`src/rtl/sensor_sync_decoder.sv`:
```
// sensor_sync_decoder: pixel-domain stage after the LVDS deserializer.
// Finds embedded sync codes (all-ones, zero, zero, code word), strips them
// from the stream, and emits active pixels with SOF/EOL/frame-end markers,
// the measured line width, a line count and a lock indicator.
// Optional feature macro: SYNC_DEC_ERR_CNT_EN adds err_clr / sync_err_cnt.
// Handshake: px_din_vld qualifies px_din; when low the whole block holds and
// every output pulse (px_dout_vld, px_sof, px_eol, px_frame_end) is 0.
module sensor_sync_decoder #(
    parameter int DATA_W     = 12,
    parameter int CNT_W      = 14,
    parameter int LOCK_LINES = 4
) (
    input  logic              px_clk,
    input  logic              px_reset,
    input  logic [DATA_W-1:0] px_din,
    input  logic              px_din_vld,
`ifdef SYNC_DEC_ERR_CNT_EN
    input  logic              err_clr,
    output logic [15:0]       sync_err_cnt,
`endif
    output logic [DATA_W-1:0] px_dout,
    output logic              px_dout_vld,
    output logic              px_sof,
    output logic              px_eol,
    output logic              px_frame_end,
    output logic [CNT_W-1:0]  line_width,
    output logic [CNT_W-1:0]  line_cnt,
    output logic              sync_locked
);

    typedef enum logic [1:0] {S_IDLE, S_P1, S_P2, S_P3} state_t;

    localparam logic [DATA_W-1:0] ALL_ONES = '1;
    localparam logic [DATA_W-1:0] ZERO     = '0;
    localparam logic [3:0]        LOCK_MAX = 4'(LOCK_LINES);

    state_t state, state_nxt;

    // Delay line: index 0 is stage 1, index 3 is stage 4 (the output stage).
    logic [3:0][DATA_W-1:0] pipe_w;
    logic [3:0]             pipe_tag;

    logic             active;
    logic             sof_pending;
    logic [CNT_W-1:0] pix_cnt;
    logic [3:0]       lock_cnt;

    // Code word decode strobes, only ever high on an accepted word.
    logic code_hit, sync_err, eav, sav_act, sav_blank;
    logic             eav_act, pix_sat, lock_mismatch;
    logic [CNT_W-1:0] width_new;

    // Preamble FSM state register.
    always_ff @(posedge px_clk or posedge px_reset) begin
        if (px_reset) state <= S_IDLE;
        else          state <= state_nxt;
    end

    // Preamble FSM next state; only accepted words advance it.
    always_comb begin
        state_nxt = state;
        if (px_din_vld) begin
            case (state)
                S_IDLE: if (px_din == ALL_ONES) state_nxt = S_P1;
                S_P1: begin
                    if (px_din == ZERO)          state_nxt = S_P2;
                    else if (px_din == ALL_ONES) state_nxt = S_P1;
                    else                         state_nxt = S_IDLE;
                end
                S_P2:    state_nxt = (px_din == ZERO) ? S_P3 : S_IDLE;
                S_P3:    state_nxt = S_IDLE;
                default: state_nxt = S_IDLE;
            endcase
        end
    end

    // Preamble FSM outputs: classify the code word seen in S_P3.
    always_comb begin
        code_hit  = 1'b0;
        sync_err  = 1'b0;
        eav       = 1'b0;
        sav_act   = 1'b0;
        sav_blank = 1'b0;
        if (px_din_vld && state == S_P3) begin
            code_hit = 1'b1;
            if (!px_din[DATA_W-1])     sync_err  = 1'b1;
            else if (px_din[DATA_W-3]) eav       = 1'b1;
            else if (px_din[DATA_W-2]) sav_blank = 1'b1;
            else                       sav_act   = 1'b1;
        end
    end

    // The three preamble words were tagged and counted before the code word
    // was recognised, so the true width is three less than pix_cnt.
    assign eav_act       = eav & active;
    assign pix_sat       = &pix_cnt;
    assign width_new     = pix_cnt - CNT_W'(3);
    assign lock_mismatch = eav_act &
                           (pix_sat || width_new != line_width || width_new == '0);

    // Delay line shift; a decoded code word untags itself and the preamble.
    always_ff @(posedge px_clk or posedge px_reset) begin
        if (px_reset) begin
            pipe_w   <= '0;
            pipe_tag <= '0;
        end else if (px_din_vld) begin
            pipe_w   <= {pipe_w[2:0], px_din};
            pipe_tag <= code_hit ? 4'b0000 : {pipe_tag[2:0], active};
        end
    end

    // Line/frame timing: active flag, pixel and line counters, SOF arming.
    always_ff @(posedge px_clk or posedge px_reset) begin
        if (px_reset) begin
            active      <= 1'b0;
            sof_pending <= 1'b0;
            pix_cnt     <= '0;
            line_width  <= '0;
            line_cnt    <= '0;
        end else if (px_din_vld) begin
            if (sav_act)               active <= 1'b1;
            else if (eav || sav_blank) active <= 1'b0;

            if (eav || sav_act || sav_blank)       pix_cnt <= '0;
            else if (active && !code_hit && !pix_sat) pix_cnt <= pix_cnt + 1'b1;

            if (eav_act) line_width <= width_new;

            if (eav_act)                          line_cnt <= line_cnt + 1'b1;
            else if (sav_blank && line_cnt != '0) line_cnt <= '0;

            if (sav_blank)        sof_pending <= 1'b1;
            else if (px_dout_vld) sof_pending <= 1'b0;
        end
    end

    // Lock tracking: consecutive equal nonzero widths, errors restart it.
    always_ff @(posedge px_clk or posedge px_reset) begin
        if (px_reset) begin
            lock_cnt <= '0;
        end else if (px_din_vld) begin
            if (sync_err)                 lock_cnt <= '0;
            else if (lock_mismatch)       lock_cnt <= 4'd1;
            else if (eav_act && lock_cnt != LOCK_MAX) lock_cnt <= lock_cnt + 1'b1;
        end
    end

`ifdef SYNC_DEC_ERR_CNT_EN
    // Saturating error counter; err_clr wins over an increment.
    always_ff @(posedge px_clk or posedge px_reset) begin
        if (px_reset)
            sync_err_cnt <= '0;
        else if (err_clr)
            sync_err_cnt <= '0;
        else if (px_din_vld && (sync_err || lock_mismatch) && sync_err_cnt != 16'hFFFF)
            sync_err_cnt <= sync_err_cnt + 1'b1;
    end
`endif

    // At the EAV code cycle the last true pixel sits in stage 4 (preamble
    // fills stages 1-3), so EOL is flagged on stage 4 in that same cycle.
    assign sync_locked  = (lock_cnt == LOCK_MAX);
    assign px_dout      = pipe_w[3];
    assign px_dout_vld  = px_din_vld & pipe_tag[3] & sync_locked;
    assign px_eol       = px_dout_vld & eav;
    assign px_sof       = px_dout_vld & sof_pending;
    assign px_frame_end = sav_blank & (line_cnt != '0);

endmodule

```
`config.mk`:
```
export PLATFORM = sky130hd
export DESIGN_NAME = sensor_sync_decoder
export DESIGN_NICKNAME = d
export VERILOG_FILES = /design/src/rtl/sensor_sync_decoder.sv
export SDC_FILE = /design/constraint.sdc
export NUM_CORES = 1
export LEC_CHECK = 0
export ABC_AREA = 1
export BUFFER_PORTS_ARGS = -buffer_cell sky130_fd_sc_hd__buf_4
export CORE_MARGIN = 10
export CORE_UTILIZATION = 45
export CTS_CLUSTER_DIAMETER = 50
export DETAILED_ROUTE_END_ITERATION = 10
export PLACE_DENSITY = 0.66
export RECOVER_POWER = 100
export SLEW_MARGIN = 30
export SYNTH_ARGS = -nofsm -noshare
export SYNTH_HDL_FRONTEND = slang
export SYNTH_SLANG_ARGS = --single-unit
```
`constraint.sdc`:
```
create_clock -name px_clk -period 3.25 [get_ports px_clk]
set_input_delay 0.325 -clock px_clk [delete_from_list [all_inputs] [get_ports px_clk]]
set_output_delay 0.325 -clock px_clk [all_outputs]
set_load 0.005 [all_outputs]
```
==> impl_metrics.sql <==
INSERT INTO impl_metrics (metric_group, metric, value, unit) VALUES
('logic_synthesis', 'ys_seq_area_frac', '0.485', ''),
('setup_path', 'arrival', '2.91', 'ns'),
('logic_synthesis', 'yosysUniqueCellTypes', '42', ''),
('logic_synthesis', 'yosys.area.top_type', 'dfrtp_1', ''),
('placement', 'final_hpwl_from_detailed_placement', '8.74', 'mm'),
('final_layout', 'num-nets-final', '715', ''),
('setup_path', 'cpLargestDelayFamily', 'simple AND/OR/NAND/NOR gates', ''),
('grt', 'grt_start_max_net_pins', '83', ''),
('clock_tree', 'h-tree-depth', '3', ''),
('clock_tree', 'postCtsSetupRepairBufs', '0', ''),
('power_and_ir_drop', 'power-per-cell-area', '547', 'mW/mm²'),
('placement', 'portBuffers', '59', ''),
('setup_path', 'setup.worst_path.end_class', 'register', ''),
('clock_tree', 'post_cts.resized_instances', '0', ''),
('clock_tree', 'cts.sinks', '102', ''),
('routing', 'first_pass_iters', '5', ''),
('grt', 'grt_usage', '0.147', ''),
('floorplanning', 'core_area', '0.0114', 'mm²'),
('setup_path', 'cp_common_cell', 'nor2_1', ''),
('logic_synthesis', 'share_of_the_synthesized_area_in_the_top_cell_type', '0.485', ''),
('logic_synthesis', 'yosys_warnings', '0', ''),
('power_and_ir_drop', 'post-layout-total-power', '3.23', 'mW'),
('logic_synthesis', 'synthesis.instances', '646', ''),
('setup_path', 'cpMaxStageDelayCell', 'nor2_1', ''),
('routing', 'route.detailed.wl_per_inst', '14.0', 'µm'),
('clock_tree', 'cts.path.max_buffers', '2', ''),
('grt', 'number_of_antenna_violations_at_the_first_check_in_global_routing', '0', ''),
('sta', 'achievable-frequency', '374', 'MHz'),
('clock_tree', 'cts_made_buffers', '9', ''),
('setup_path', 'critical_path_buf_inv_count', '2', ''),
('clock_tree', 'clk_latency', '0.35', 'ns'),
('floorplanning', 'fp.dieH', '128', 'µm'),
('grt', 'grt_overflow', '0', ''),
('sta', 'post-route-period-util', '0.823', ''),
('sta', 'final.setup_skew', '0.00758', 'ns'),
('sta', 'finalMaxSlewViolations', '83', ''),
('floorplanning', 'pin_count', '60', ''),
('clock_tree', 'post_cts_hold_buffer_count', '0', ''),
('sta', 'rsz_0062_raised_after_global_routing', 'false', ''),
('setup_path', 'timing.critical_path.required', '3.48', 'ns'),
('final_layout', 'layout.cells.most_common_list', 'nand2_1 (157), dfrtp_1 (102), inv_1 (92), o21ai_0 (77), nor2_1 (43)', ''),
('final_layout', 'drive_gt1_frac', '0.132', ''),
('logic_synthesis', 'postSynthAreaPerCell', '8.14', 'µm²'),
('final_layout', 'layout_commonest_cell', 'nand2_1', ''),
('routing', 'detail_route_antenna_nets', '0', ''),
('status', 'failing_checks', 'max-capacitance violations, max-slew violations', ''),
('grt', 'grt_pass1_vias', '4188', ''),
('logic_synthesis', 'post_synthesis_register_bit_count', '102', ''),
('sta', 'transition_time_of_the_tightest_slew_check_pin', '1.76', 'ns'),
('power_and_ir_drop', 'peakVddDrop', '0.412', 'mV'),
('sta', 'setup_viol', '0', ''),
('final_layout', 'layout.cells.non_filler', '841', ''),
('placement', 'gp_routability_congestion', '0.926', ''),
('routing', 'vias_per_cell', '5.12', ''),
('logic_synthesis', 'synth_fp_nets', '666', ''),
('status', 'result_of_the_run', 'complete, but fails checks', ''),
('routing', 'routed-via-count', '4307', ''),
('clock_tree', 'clk_root_buffer_cell', 'clkbuf_16', ''),
('floorplanning', 'num_rows', '39', ''),
('clock_tree', 'cts_tree', 'yes', ''),
('routing', 'detailedRoute.firstIterationViolations', '322', ''),
('sta', 'final_hold_vios', '0', ''),
('placement', 'place.detailed.instances', '827', ''),
('flow_run', 'max_cap_violations', '1', ''),
('routing', 'postRouteWirelength', '11.8', 'mm'),
('sta', 'max-slew-margin-rel', '-0.176', ''),
('setup_path', 'worstSetupStartpointType', 'register', ''),
('setup_path', 'crit_path_cell_trace', 'nand2_1, nor2_1, inv_1, nor3_4, nor2_1, clkinv_2, nand2_4, nor2_4, nand3_2, o21ai_0, a21oi_1', ''),
('sta', 'finalCriticalPeriod', '2.67', 'ns'),
('floorplanning', 'die_width', '128', 'µm'),
('final_layout', 'area_growth', '12.3', '%');
-- Yosys cell counts (all sizes together) --
cell    count
inv        97
o21a        2
dfrtp     102
ha          5
nand4      15
nor2       48
or4         1
xnor2       2
nand3      37
nor3       19
buf        15
clkbuf     12
nand2     164
or3         1
o21ai      83
o32ai       1
nor4        4
a31oi       2
a21oi      17
a221oi      1
a211oi      1
nand3b      2
o22ai       6
clkinv      1
xor2        8
-- tightest hold or removal path: stages --
cell and delay, ns:
buf_4 0.09, nand2_1 0.04, o21ai_0 0.05
-- metal layers --
layer	share of wire	GRT usage	vias to the layer above	routed length (µm)
met5	0	0	-	0
met4	0.022	0.0536	0	259
met3	0.050	0.0471	22	586
met2	0.47	0.231	88	5520
met1	0.46	0.186	2031	5440
li1	-	-	2166	-
-- path summary, 6_finish.rpt --
| path | slack [ns] | from | endpoint | depth (start not counted) |
|---|---|---|---|---|
| worst max-delay path | 0.58 | state[0] | line_cnt[11] | 11 |
| worst min-delay path | 0.21 | px_din[6] | pipe_w[6] | 3 |
| min in group asynchronous | 0.47 | px_reset | line_cnt[5] | 2 |
| worst max register to register | 0.58 | state[0] | line_cnt[11] | 11 |
| worst min register to register | 0.48 | pipe_w[21] | pipe_w[33] | 2 |
| max in group asynchronous | 1.51 | px_reset | line_width[5] | 3 |
-- flip-flops by register name (all words and copies together), names as in the netlist --
name,flops
pipe_w,36
line_cnt,14
line_width,14
pix_cnt,14
px_dout,12
lock_cnt,4
pipe_tag,4
state,2
active,1
sof_pending,1
-- cell type report --
cell class	instances	area (µm²)
Sequential cell	102	2550
Fill cell	1095	5520
Inverter	98	373
Tap cell	143	179
Timing Repair Buffer	65	432
Multi-Input combinational cell	419	2100
Clock inverter	5	37.5
Clock buffer	9	225
-- where the power goes --
part	internal, mW	switching [mW]
clock	0.514	0.467
sequential	1.41	0.125
combinational	0.248	0.463
total	2.17	1.06
-- per-stage QoR --
stage	hold slack, ns	setup slack [ns]	cell area [µm²]	util
CTS	0.142	0.905	6030	0.528
finish	0.207	0.575	5900	0.517
global placement	0.466	0.929	5770	0.505
global route	0.204	0.318	5900	0.517
detailed placement	0.471	0.877	5770	0.505
floorplan	0.446	0.250	5260	-
-- kinds of logic after synthesis --
group / count (synthesis) / share of synthesized area
compound gates: 113 / 0.115
xor+xnor: 10 / 0.0167
fa+ha+maj: 5 / 0.0119
buf+inv: 125 / 0.100
flops: 102 / 0.485
simple gates: 291 / 0.270
Note: power is estimated with default switching activity, not from simulation.
